<file path="src/rtl/router_fsm_ctrl.sv">
// router_fsm_ctrl: packet sequencer that decodes the header address, waits for the target FIFO to drain, and steps through the load states
module router_fsm_ctrl #(
   parameter int unsigned ADDR_W = 2,
   parameter logic [ADDR_W-1:0] INVALID_ADDR = 2'b11
) (
   input  logic              clock,
   input  logic              reset,
   input  logic              pkt_valid,
   input  logic [ADDR_W-1:0] data_in,
   input  logic              fifo_full,
   input  logic              fifo_empty_0,
   input  logic              fifo_empty_1,
   input  logic              fifo_empty_2,
   input  logic              soft_reset_0,
   input  logic              soft_reset_1,
   input  logic              soft_reset_2,
   input  logic              parity_done,
   input  logic              low_pkt_valid,
   output logic              detect_add,
   output logic              lfd_state,
   output logic              ld_state,
   output logic              laf_state,
   output logic              full_state,
   output logic              write_enb_reg,
   output logic              rst_int_reg,
   output logic              busy,
   output logic [2:0]        state_o
);
   typedef enum logic [2:0] {
      DECODE       = 3'd0,
      LFD          = 3'd1,
      LOAD_DATA    = 3'd2,
      FIFO_FULL    = 3'd3,
      LAF          = 3'd4,
      LOAD_PARITY  = 3'd5,
      CHECK_PARITY = 3'd6,
      WAIT_EMPTY   = 3'd7
   } state_t;
   state_t state, nxt;
   logic [ADDR_W-1:0] addr_q;
   // Address 3 never names a real port, so its slots read as not-empty / no soft reset
   logic [3:0] empty_v, soft_v;
   assign empty_v = {1'b0, fifo_empty_2, fifo_empty_1, fifo_empty_0};
   assign soft_v  = {1'b0, soft_reset_2, soft_reset_1, soft_reset_0};
   // State register; addr_q captures the header address only when leaving DECODE
   always_ff @(posedge clock) begin
      if (reset) begin
         state  <= DECODE;
         addr_q <= '0;
      end else begin
         state <= nxt;
         if (state == DECODE && nxt != DECODE) addr_q <= data_in;
      end
   end
   // Next-state logic; a soft reset of the selected port pre-empts every transition
   always_comb begin
      nxt = state;
      case (state)
         DECODE:       if (pkt_valid && data_in != INVALID_ADDR)
                          nxt = empty_v[data_in] ? LFD : WAIT_EMPTY;
         WAIT_EMPTY:   nxt = empty_v[addr_q] ? LFD : WAIT_EMPTY;
         LFD:          nxt = LOAD_DATA;
         LOAD_DATA:    nxt = fifo_full ? FIFO_FULL : (!pkt_valid ? LOAD_PARITY : LOAD_DATA);
         FIFO_FULL:    nxt = fifo_full ? FIFO_FULL : LAF;
         LAF:          nxt = parity_done ? DECODE : (low_pkt_valid ? LOAD_PARITY : LOAD_DATA);
         LOAD_PARITY:  nxt = CHECK_PARITY;
         CHECK_PARITY: nxt = fifo_full ? FIFO_FULL : DECODE;
         default:      nxt = DECODE;
      endcase
      if (state != DECODE && soft_v[addr_q]) nxt = DECODE;
   end
   assign detect_add    = state == DECODE;
   assign lfd_state     = state == LFD;
   assign ld_state      = state == LOAD_DATA;
   assign laf_state     = state == LAF;
   assign full_state    = state == FIFO_FULL;
   assign rst_int_reg   = state == CHECK_PARITY;
   assign write_enb_reg = state == LOAD_DATA || state == LOAD_PARITY || state == LAF;
   assign busy          = state != DECODE && state != LOAD_DATA;
   assign state_o       = state;
endmodule

</file>
<file path="config.mk">
export PLATFORM = sky130hd
export DESIGN_NAME = router_fsm_ctrl
export DESIGN_NICKNAME = d
export VERILOG_FILES = /design/src/rtl/router_fsm_ctrl.sv
export SDC_FILE = /design/constraint.sdc
export NUM_CORES = 1
export LEC_CHECK = 0
export CAP_MARGIN = 20
export CORE_AREA = 2 2 39 41
export CTS_BUF_LIST = sky130_fd_sc_hd__clkbuf_8
export CTS_CLUSTER_DIAMETER = 80
export DETAILED_ROUTE_END_ITERATION = 12
export DIE_AREA = 0 0 41 43
export GPL_TIMING_DRIVEN = 0
export PLACE_DENSITY_LB_ADDON = 0.08
export SETUP_SLACK_MARGIN = 0.4
export SKIP_LAST_GASP = 1
export SLEW_MARGIN = 20
export SYNTH_ARGS = -nofsm -noshare
export SYNTH_HDL_FRONTEND = slang
export SYNTH_SLANG_ARGS = --single-unit
</file>
<file path="constraint.sdc">
create_clock -name clock -period 2.3 [get_ports clock]
set_input_delay 0.46 -clock clock [delete_from_list [all_inputs] [get_ports clock]]
set_output_delay 0.46 -clock clock [all_outputs]
set_load 0.05 [all_outputs]
</file>
Word level (Yosys, flattened, before mapping)
Index checks and enable logic that the tools add are counted.
Storage, ports and cells
  bits in registers: 5
  output and inout port bits: 11
Operators by class
  magnitude comparators: 2
  equal/unequal tests: 9
  multiplexer cells: 17
  reduce and logical (&&, ||, !) cells: 9
Operators with widths (count)
  $mux W3: 9
  $pmux W3 S8: 1
  $eq A3 B3 Y1 const B: 4
  $bmux W1 S2: 3
  $eq A3 B2 Y1 const B: 2
  $lt A2 B3 Y1 const B: 2
  $reduce_bool A3 Y1: 2
  $logic_and A1 B1 Y1: 4
  $eq A3 B1 Y1 const B: 1
  $logic_not A3 Y1: 1
  $mux W1: 3
  $ne A3 B2 Y1 const B: 1
  $logic_or A1 B1 Y1: 2
  $mux W2: 1
  $ne A2 B2 Y1 const B: 1

Longest topological paths before layout
  depth in word-level cells: 8
  depth in mapped cells: 5
  depth with buffers taken out: 4

Least setup slack after synthesis
Ideal clock, no wire load.
  path type: register -> register
  from: register state[2], in the netlist state_o[2]
  to: register state[1], in the netlist state_o[1]
  setup time: 0.119 ns
  data arrival time: 2.559 ns
  data required time: 2.181 ns
  path slack: -0.378 ns
  cell stages (with the launch flop): 6
  buffers on the path: 1
  period minus slack after synthesis: 2.678 ns
  path through: dfxtp_1 buf_2 nor3b_1 o21ai_0 o21ai_0 a21oi_1
On the way
  longest elaborated chain between the ends: 3
Ends and longest elaborated chain
  start, declared: RTL line 39  | state_t state, nxt;
  start signal, assigned: RTL line 51  | state <= nxt;
  $eq A3 B3 Y1
  named net laf_state: RTL line 22  | output logic laf_state,
  $pmux W3 S8: RTL line 58  | case (state)
  $mux W3: RTL line 70  | if (state != DECODE && soft_v[addr_q]) nxt = DECODE;
The timed path passes the listed nets, and every way through them passes these cells.
A chain may end at the register's enable or synchronous reset.

Worst setup path after layout
  from: register state[1], in the netlist state_o[1]
  to: output write_enb_reg
On the way
  longest elaborated chain between the ends: 3
Ends and longest elaborated chain
  $eq A3 B2 Y1 / $eq A3 B3 Y1 (equally long branches): RTL line 78  | assign write_enb_reg = state == LOAD_DATA || state == LOAD_PARITY || state == LAF;
  $logic_or A1 B1 Y1: RTL line 78
  $logic_or A1 B1 Y1 (*): RTL line 78
  end, declared: RTL line 24  | output logic write_enb_reg,
Every way passes the cells marked *; elsewhere a longest branch is shown, timed or not.

==> flow_metrics.env <==
export IMPL_status="finished, final reports clean"
export IMPL_vias=531
export IMPL_rows=14
export IMPL_synth_area_top_cells="dfxtp_1 (24%), mux2i_1 (9.6%), o21ai_0 (7.2%)"
export IMPL_postSynthAreaPerCell_sq_um=7.31
export IMPL_design_final_nets=100
export IMPL_globalplace_congestion=0.724
export IMPL_synth_simple_area_share=0.306
export IMPL_synth_cell_type_count=25
export IMPL_r2r_start="addr_q[1]$_SDFFE_PP0P_"
export IMPL_worst_skew_pair_late_latency_ns=0.22
export IMPL_total_half_perimeter_wirelength_after_legalization_and_detailed_placement_microns=897
export IMPL_r2r_end="state_o[0]$_SDFF_PP0_"
export IMPL_cts_max_path_buffers=2
export IMPL_arrival_ns=1.42
export IMPL_routed_wl_met3_microns=114
export IMPL_final_seq_area_sq_um=104
export IMPL_antenna_found_initial=0
export IMPL_timing_worst_setup_path_type="reg -> out"
export IMPL_syn_inst=57
export IMPL_drt_vias_per_instance=5.26
export IMPL_cts_sinks=5
export IMPL_yosys_warnings=0
export IMPL_tns_ns=0
export IMPL_synth_seq_area_share=0.240
export IMPL_global_route_usage_total=0.155
export IMPL_htree_levels=1
export IMPL_via_count_of_the_first_global_routing_pass=440
export IMPL_grt_setup_unrepaired="true"
export IMPL_largest_fanout_on_the_critical_path=10
export IMPL_clock_buffers_created_by_tritoncts=3
export IMPL_insertedDiodeCount=0
export IMPL_reg2reg_setup_slack_ns=0.80
export IMPL_cts_setup_buffers=0
export IMPL_grt_first_pass_wirelength_microns=1840
export IMPL_finalClockSkew_ns=0.00674
export IMPL_maxClockFrequency_mhz=533
export IMPL_drive_gt1_frac=0.341
export IMPL_clkTransAtPathRegs_ns=0.04
export IMPL_synth_adder_area_share=0
export IMPL_max_slew_margin_vs_limit=0.666
export IMPL_n_fill_cell=146
export IMPL_yosysTopAreaCellShare=0.240
export IMPL_die_width_microns=41
export IMPL_multiInputGateArea_sq_um=349
export IMPL_min_period_over_period=0.815
export IMPL_min_period_ns=1.88
export IMPL_most_frequent_cells_in_the_layout="clkdlybuf4s50_1 (15), buf_2 (6), a21oi_1 (5), o21ai_0 (5)"
export IMPL_avgRoutedWirePerCell_microns=11.4
export IMPL_holdCritStartpoint="addr_q[0]$_SDFFE_PP0P_"
export IMPL_synth_compound_area_frac=0.237
export IMPL_antenna_violating_nets_post_route=0
export IMPL_port_buffer_count=24
export IMPL_detail_route_drc_violations=0
export IMPL_wirelength_microns=1160
export IMPL_synth_mux_area_fraction=0.159
export IMPL_hold_depth=2
export IMPL_endpoint_kind="output port"
export IMPL_finalMaxSlewViolations=0
export IMPL_drt_pre_antenna_iters=5
export IMPL_synthesis_area_sq_um=417
export IMPL_max_slew_worst_pin_slew_ns=0.500
export IMPL_synth_largest_area_cell="dfxtp_1"
export IMPL_critical_path_required_ns=1.84
export IMPL_area_share_of_xor_xnor_cells_in_the_synthesized_design=0
export IMPL_tritoncts_clock_tree="yes"
export IMPL_num_io_pins=25
export IMPL_grt_max_degree=11
export IMPL_design_die_area_sq_um=1760
export IMPL_first_iter_violations=15
export IMPL_detailroute_wirelength_met2_microns=586
export IMPL_cts_root_buf="clkbuf_8"
export IMPL_grt_overflow_total=0
export IMPL_hold_viol=0
export IMPL_routed_top_layer="met3"
export IMPL_holdBufCountCts=0
export IMPL_reg2reg_depth=3
export IMPL_chipHeight_microns=43
export IMPL_startpoint_type="flop"
export IMPL_design_core_area_sq_um=1380
export IMPL_setup_violations=0
export IMPL_hold_class="reg -> reg"
export IMPL_combinational_family_with_the_most_area_after_synthesis="simple AND/OR/NAND/NOR gates"
export IMPL_m1WireLength_microns=453
export IMPL_number_of_max_cap_violations=0
export IMPL_flow_area_growth_from_synthesis_pct=82.6
export IMPL_whs_endpoint="addr_q[0]$_SDFFE_PP0P_"
export IMPL_mostFrequentLayoutCell="clkdlybuf4s50_1"
export IMPL_ys_ff_latch=5
export IMPL_start_util=0.301
export IMPL_syn_nets=71
critical path: stages (launching register included):
cell	delay (ns)
dfxtp_2	0.33
clkbuf_2	0.26
nand2b_2	0.18
o21ai_4	0.14
buf_2	0.27
repair_timing:
item | in CTS | in global routing
pin swaps | 0 | 0
setup endpoints to repair | 8 | 5
resized for setup | 31 | 8
cells in the mapped netlist:
cell type  count
nor3_1         2
mux2_2         1
buf_2          1
nand3b_1       1
nor2_1         6
o22a_1         1
nand4_1        1
a221o_1        1
a221oi_1       2
a21oi_1        5
or3_1          1
nand2b_1       4
nor3b_1        1
mux2_4         1
mux2i_1        4
nand3_1        1
a22oi_1        1
o21ai_0        6
dfxtp_1        5
or2_2          1
nand2_1        4
inv_1          3
and3_1         1
clkbuf_1       2
and2b_4        1
cell type report:
class | count | area share
multi-input cells | 46 | 0.459
repair buffers | 24 | 0.281
flip-flops and latches | 5 | 0.137
clock buffers | 3 | 0.0543
well taps | 16 | 0.0263
plain buffers | 3 | 0.0230
inverters | 3 | 0.0148
clock inverters | 1 | 0.00493
how the worst max path moves through the flow:
stage	startpoint	endpoint	depth (start not counted)
final	state_o[1]$_SDFF_PP0_	write_enb_reg	4
after global routing	state_o[1]$_SDFF_PP0_	write_enb_reg	4
after CTS	state_o[1]$_SDFF_PP0_	write_enb_reg	4
after detailed placement	state_o[1]$_SDFF_PP0_	write_enb_reg	4
after global placement	state_o[1]$_SDFF_PP0_	write_enb_reg	4
after floorplan	state_o[0]$_SDFF_PP0_	lfd_state	3
per-stage QoR:
step,worst slack (ns),std cells,area [sq um],utilization,hold WS [ns]
2_1_floorplan,0.450,57,477,-,0.488
3_3_place_gp,0.0375,97,737,0.533,0.539
3_5_place_dp,0.0233,97,737,0.533,0.547
4_1_cts,0.312,101,776,0.561,0.555
5_1_grt,0.358,101,761,0.550,0.605
6_report,0.425,101,761,0.550,0.544
layer usage:
layer | vias to the layer above | GRT usage
li1 | 262 | -
met1 | 236 | 0.181
met2 | 33 | 0.231
met3 | 0 | 0.0785
met4 | 0 | 0.0600
met5 | - | 0
cell families after synthesis:
| kind of cell | Yosys count |
|---|---|
| multiplexers | 6 |
| AO/OA/AOI/OAI | 16 |
| buffers and inverters | 6 |
| flip-flops | 5 |
| AND/OR/NAND/NOR | 24 |
state kept, by name (all words and copies together) (netlist names):
name and cells:
state_o 3, addr_q 2
Power is not shown: default switching activity piles up to over one toggle a cycle in this logic, so the estimate is an artifact.
